$ cat config.mk
export PLATFORM = sky130hd
export DESIGN_NAME = switch_ingress
export DESIGN_NICKNAME = d
export VERILOG_FILES = /design/src/rtl/switch_pkg.sv /design/src/rtl/switch_addr_table.sv /design/src/rtl/switch_ingress.sv
export SDC_FILE = /design/constraint.sdc
export NUM_CORES = 1
export LEC_CHECK = 0
export ABC_AREA = 0
export CORE_ASPECT_RATIO = 1.2
export CORE_MARGIN = 3
export CORE_UTILIZATION = 42
export CTS_CLUSTER_SIZE = 8
export DETAILED_ROUTE_END_ITERATION = 12
export GPL_TIMING_DRIVEN = 1
export PLACE_DENSITY_LB_ADDON = 0.05
export SLEW_MARGIN = 30
export SYNTH_ARGS = -nofsm -noshare
export SYNTH_HDL_FRONTEND = slang
export SYNTH_SLANG_ARGS = --single-unit
export TNS_END_PERCENT = 20
$ cat constraint.sdc
create_clock -name clk -period 3.1 [get_ports clk]
set_clock_uncertainty 0.05 [all_clocks]
set_input_delay 0.31 -clock clk [delete_from_list [all_inputs] [get_ports clk]]
set_output_delay 0.31 -clock clk [all_outputs]
set_load 0.02 [all_outputs]
$ cat src/rtl/switch_pkg.sv
// Shared types and constants for the 4-port switch ingress path.
package switch_pkg;

  localparam int NUM_PORTS = 4;
  localparam int HDR_BYTES = 3;
  localparam int FCS_BYTES = 1;
  localparam int CNT_W     = 9;
  localparam logic [7:0] ADDR_RST = 8'h00;

  typedef enum logic [2:0] {
    S_IDLE,
    S_SA,
    S_LEN,
    S_PAYLOAD,
    S_FCS,
    S_DISCARD
  } state_t;

endpackage

$ cat src/rtl/switch_addr_table.sv
// Per-port address registers with a write port and a
// combinational lowest-index DA match.
module switch_addr_table
  import switch_pkg::*;
#(
  parameter int         N   = switch_pkg::NUM_PORTS,
  parameter logic [7:0] RST = switch_pkg::ADDR_RST
) (
  input  logic                 clk,
  input  logic                 reset,
  input  logic                 wr_en,
  input  logic [$clog2(N)-1:0] wr_idx,
  input  logic [7:0]           wr_data,
  input  logic [7:0]           da,
  output logic                 hit,
  output logic [$clog2(N)-1:0] idx
);

  localparam int IW = $clog2(N);

  logic [7:0] tbl [N];

  always_ff @(posedge clk or posedge reset) begin
    if (reset) begin
      for (int i = 0; i < N; i++) tbl[i] <= RST;
    end else if (wr_en) begin
      tbl[wr_idx] <= wr_data;
    end
  end

  // Scan high to low so the lowest matching index is left standing.
  always_comb begin
    hit = 1'b0;
    idx = '0;
    for (int i = N - 1; i >= 0; i--) begin
      if (tbl[i] == da) begin
        hit = 1'b1;
        idx = IW'(i);
      end
    end
  end

endmodule

$ cat src/rtl/switch_ingress.sv
// Ingress parser: DA lookup, cut-through routing, FCS check
// and good/drop packet counters.
module switch_ingress
  import switch_pkg::*;
#(
  parameter int         NUM_PORTS = switch_pkg::NUM_PORTS,
  parameter logic [7:0] ADDR_RST  = switch_pkg::ADDR_RST
) (
  input  logic                         clk,
  input  logic                         reset,
  input  logic                         data_status,
  input  logic [7:0]                   data,
  input  logic                         mem_en,
  input  logic                         mem_rd_wr,
  input  logic [$clog2(NUM_PORTS)-1:0] mem_add,
  input  logic [7:0]                   mem_data,
  output logic                         out_valid,
  output logic [7:0]                   out_data,
  output logic [$clog2(NUM_PORTS)-1:0] out_port,
  output logic                         out_sop,
  output logic                         out_eop,
  output logic                         out_err,
  output logic                         out_abort,
  output logic [7:0]                   pkt_count,
  output logic [7:0]                   drop_count
);

  localparam int PW = $clog2(NUM_PORTS);

  state_t           state_q, state_d;
  logic [CNT_W-1:0] cnt_q, cnt_d;
  logic [7:0]       xor_q, xor_d;
  logic             hit;
  logic [PW-1:0]    hit_idx;

  logic          valid_d, sop_d, eop_d;
  logic          err_d, abort_d;
  logic [7:0]    data_d;
  logic [PW-1:0] port_d;
  logic          pkt_inc, drop_inc;
  logic          in_pkt;

  switch_addr_table #(
    .N   (NUM_PORTS),
    .RST (ADDR_RST)
  ) u_table (
    .clk     (clk),
    .reset   (reset),
    .wr_en   (mem_en & mem_rd_wr),
    .wr_idx  (mem_add),
    .wr_data (mem_data),
    .da      (data),
    .hit     (hit),
    .idx     (hit_idx)
  );

  assign in_pkt = (state_q == S_SA) || (state_q == S_LEN)
               || (state_q == S_PAYLOAD) || (state_q == S_FCS);

  always_comb begin
    state_d  = state_q;
    cnt_d    = cnt_q;
    xor_d    = xor_q;
    port_d   = out_port;
    valid_d  = 1'b0;
    sop_d    = 1'b0;
    eop_d    = 1'b0;
    err_d    = 1'b0;
    abort_d  = 1'b0;
    pkt_inc  = 1'b0;
    drop_inc = 1'b0;
    if (in_pkt && !data_status) begin
      abort_d  = 1'b1;
      drop_inc = 1'b1;
      state_d  = S_IDLE;
    end else begin
      unique case (state_q)
        S_IDLE: begin
          if (data_status) begin
            if (hit) begin
              valid_d = 1'b1;
              sop_d   = 1'b1;
              port_d  = hit_idx;
              xor_d   = data;
              cnt_d   = CNT_W'(HDR_BYTES - 1);
              state_d = S_SA;
            end else begin
              drop_inc = 1'b1;
              state_d  = S_DISCARD;
            end
          end
        end
        S_SA: begin
          valid_d = 1'b1;
          xor_d   = xor_q ^ data;
          cnt_d   = cnt_q - 1'b1;
          state_d = S_LEN;
        end
        S_LEN: begin
          valid_d = 1'b1;
          if (data == 8'h00) begin
            eop_d    = 1'b1;
            err_d    = 1'b1;
            drop_inc = 1'b1;
            state_d  = S_DISCARD;
          end else begin
            xor_d   = xor_q ^ data;
            cnt_d   = CNT_W'(data) + CNT_W'(FCS_BYTES);
            state_d = S_PAYLOAD;
          end
        end
        S_PAYLOAD: begin
          valid_d = 1'b1;
          xor_d   = xor_q ^ data;
          cnt_d   = cnt_q - 1'b1;
          // Only the FCS byte remains once this one is taken.
          if (cnt_q == CNT_W'(FCS_BYTES + 1)) state_d = S_FCS;
        end
        S_FCS: begin
          valid_d  = 1'b1;
          eop_d    = 1'b1;
          err_d    = (xor_q != data);
          pkt_inc  = (xor_q == data);
          drop_inc = (xor_q != data);
          state_d  = S_DISCARD;
        end
        S_DISCARD: begin
          if (!data_status) state_d = S_IDLE;
        end
        default: state_d = S_IDLE;
      endcase
    end
    data_d = valid_d ? data : 8'h00;
  end

  always_ff @(posedge clk or posedge reset) begin
    if (reset) begin
      state_q <= S_IDLE;
    end else begin
      state_q <= state_d;
    end
  end

  always_ff @(posedge clk or posedge reset) begin
    if (reset) begin
      cnt_q      <= '0;
      xor_q      <= '0;
      out_valid  <= 1'b0;
      out_data   <= '0;
      out_port   <= '0;
      out_sop    <= 1'b0;
      out_eop    <= 1'b0;
      out_err    <= 1'b0;
      out_abort  <= 1'b0;
      pkt_count  <= '0;
      drop_count <= '0;
    end else begin
      cnt_q     <= cnt_d;
      xor_q     <= xor_d;
      out_valid <= valid_d;
      out_data  <= data_d;
      out_port  <= port_d;
      out_sop   <= sop_d;
      out_eop   <= eop_d;
      out_err   <= err_d;
      out_abort <= abort_d;
      if (pkt_inc)  pkt_count  <= pkt_count + 8'd1;
      if (drop_inc) drop_count <= drop_count + 8'd1;
    end
  end

endmodule

==> flow_metrics.tcl <==
set metrics [dict create \
    cp_max_fo 6 \
    vias 3141 \
    rsz0062_at_grt "no" \
    cp-start-kind "primary input" \
    synth_seq_cells 83 \
    syn2layout_area_growth_pct 24.58 \
    vias_per_cell 5.297 \
    clkLatencyLatePin_ns 0.33 \
    worst_pin_slew_ns 0.5903 \
    n_fill_cell 899 \
    grt_overflow_total 0 \
    start_util 0.4408 \
    place_congestion 0.8125 \
    fmax_mhz 388.8 \
    rrSetupSlack_ns 0.79 \
    port_buffers 53 \
    cts.path.max_buffers 2 \
    leakagePower_nw 2.306 \
    seq_area_frac_synth 0.4828 \
    ys_types 48 \
    first_global_vias 3212 \
    grt_pass1_wl_mm 15.99 \
    cp.required_ns 3.30 \
    cellPowerDensity_nw_per_um2 764.8 \
    cts_tree "done" \
    place_ws_ns 0.1574 \
    drt_iter0_drc 123 \
    core_um2 9759 \
    postLayoutSetupSlackWorst_ns 0.5278 \
    post_cts_buffers 0 \
    htreeDepth 3 \
    setup_tns_ns 0 \
    hold_buffers 0 \
    pwr-share-clk 0.249 \
    avgSynthCellArea_um2 10.86 \
    outcome "completed" \
    cp.arrival_ns 2.78 \
    grtUsageTotal 0.1772 \
    antenna_found_initial 0 \
    synth_warnings 0 \
    vdd.ir_drop.worst_uv 334.3 \
    dp_hpwl_mm 7.096 \
    drive_gt1_frac 0.1851 \
    ant_nets 0 \
    period_needed_ns 2.572 \
    nNetsFinal 495 \
    synth_fp_nets 425 \
    end_kind "register" \
    p_total_mw 4.098 \
    cts_resized 0 \
    combPwrFrac 0.346 \
    hold_viol 0 \
    first_pass_iters 4 \
    grt_max_degree 54 \
    path_class "in2reg" \
    period_share 0.8297 \
    p_int_mw 2.679 \
    p_sw_mw 1.420 \
    cap_violations 0 \
    drc_errors 0 \
    synth_area_um2 4302 \
    r2r_start "u_table.tbl[23]$_DFFE_PP0P_" \
    avgRoutedWirePerCell_um 16.22 \
    die_x_um 98.39 \
    rows 39 \
    diodes 0 \
    r2r.worst_path.cells 9 \
    clkSinkCount 83 \
    hold_path.class "in2async" \
    maxSlewViolCount 0 \
    clkTransAtPathRegs_ns 0.06 \
    max_slew_margin 0.6061 \
    pwr-share-seq 0.405 \
    cts_inserted_buffers 9 \
    ios 54 \
    die_h_um 116.9 \
    cts_root_buf "clkbuf_16" \
    wirelength_mm 9.619 \
    syn_inst 396 \
    r2r-end "out_data[6]$_DFF_PP0_" \
    setup_viol 0 \
    p_sw_frac 0.3464 \
    die_area_um2 11500 \
]
[worst max-delay path, stage by stage]
cell	delay, ns
clkdlybuf4s50_1	0.56
inv_1	0.17
ha_1	0.15
or4b_4	0.46
nor4_4	0.19
and2_4	0.21
a211oi_2	0.04
a21boi_4	0.17
buf_4	0.17
nor3_2	0.18
xor2_1	0.16
[flip-flops by register name (all words and copies together), names as in the netlist]
name         count
state_q          3
out_err          1
cnt_q            9
out_data         8
out_sop          1
xor_q            8
drop_count       8
out_port         2
out_valid        1
out_abort        1
u_table.tbl     32
out_eop          1
pkt_count        8
[placed cells by master, fill, tap and decap left out, drive strengths merged, types with 2 or more instances in the layout]
| cell type | count |
|---|---|
| dfrtp | 83 |
| o22ai | 4 |
| nand2 | 31 |
| nand2b | 4 |
| nand4 | 3 |
| xor2 | 51 |
| and4 | 2 |
| nor3 | 12 |
| mux2 | 34 |
| inv | 6 |
| ha | 6 |
| a22o | 7 |
| xnor2 | 9 |
| or3 | 3 |
| clkbuf | 14 |
| a211oi | 2 |
| clkdlybuf4s50 | 53 |
| and3 | 2 |
| o32ai | 2 |
| nor4 | 13 |
| and2 | 11 |
| o21ai | 20 |
| nor2 | 14 |
| nor3b | 2 |
| buf | 25 |
| o31ai | 2 |
| a21boi | 2 |
| a21oi | 26 |
| nand3 | 17 |
[cells by family after synthesis]
kind of cell	after synthesis	synth area share
multiplexers	34	0.08901
buffers and inverters	26	0.03519
XOR/XNOR	60	0.1222
AO/OA/AOI/OAI	69	0.1018
flip-flops	83	0.4828
AND/OR/NAND/NOR	118	0.1515
adder cells (fa/ha/maj)	6	0.01745
[area by class of cell]
type                       count  area [um2]  share of cell area
multi-input combinational    287        2076              0.3873
clock inverter                 1       7.507            0.001401
tap                          123       153.9             0.02872
sequential                    83        2077              0.3876
clock buffer                  14       274.0             0.05113
timing repair buffer          78       743.2              0.1387
inverter                       7       27.53            0.005137
[cells in the mapped netlist, drive strengths merged]
cell type	count	area share
o32ai	2	0.0041
xnor2	9	0.018
buf	14	0.025
nand4	3	0.0044
nor3b	2	0.0047
inv	7	0.0061
or3	3	0.0044
o22ai	4	0.0058
o21ai	20	0.023
nand3	17	0.020
o21bai	1	0.0017
nand2	31	0.027
or2	1	0.0015
nor2b	1	0.0015
or4b	1	0.0032
a21o	1	0.0017
and3	2	0.0029
mux2	34	0.089
a21oi	26	0.030
nand3b	1	0.0017
nor2	14	0.012
a31oi	1	0.0015
nor4	13	0.024
and2	11	0.017
a22o	7	0.014
nor3	12	0.017
ha	6	0.017
clkbuf	5	0.0044
a21boi	2	0.0061
dfrtp	83	0.48
o31ai	2	0.0035
nand2b	4	0.0058
xor2	51	0.10
and4	2	0.0047
a211oi	2	0.0076
a31o	1	0.0020
[stage by stage]
stage / instances / cell area [um2] / utilization / hold slack [ns]
2_1_floorplan: 396 / 4302 / - / 0.3519
4_1_cts: 593 / 5356 / 0.5488 / 0.2926
6_report: 593 / 5359 / 0.5491 / 0.2800
3_3_place_gp: 578 / 5075 / 0.5200 / 0.4072
3_5_place_dp: 578 / 5075 / 0.5200 / 0.4141
5_1_grt: 593 / 5359 / 0.5491 / 0.3373
[power by group through the flow]
stage | combinational [mW] | sequential (mW) | clock [mW]
final | 1.42 | 1.66 | 1.02
after global routing | 1.56 | 1.71 | 1.09
after CTS | 1.43 | 1.66 | 1.05
after detailed placement | 1.43 | 1.68 | 0
after global placement | 1.42 | 1.67 | 0
after floorplan | 0.854 | 1.71 | 0
[per-layer routing]
layer / wire length (um) / up-vias / global-route usage / share of wire
met2: 4946 / 57 / 0.3148 / 0.51
met4: 223 / 0 / 0.07741 / 0.023
met3: 310 / 17 / 0.03379 / 0.032
met5: 0 / - / 0 / 0
li1: - / 1521 / - / -
met1: 4139 / 1546 / 0.2105 / 0.43
[worst max-delay path by stage]
stage                     slack [ns]                   endpoint    start
after floorplan                 0.60       cnt_q[0]$_DFFE_PP0P_    reset
after global placement          0.21  drop_count[3]$_DFFE_PP0P_  data[1]
after detailed placement        0.16  drop_count[6]$_DFFE_PP0P_  data[1]
after CTS                       0.49  drop_count[6]$_DFFE_PP0P_  data[1]
after global routing            0.32  drop_count[3]$_DFFE_PP0P_  data[1]
final                           0.53  drop_count[6]$_DFFE_PP0P_  data[0]
(Power assumes the default switching activity.)
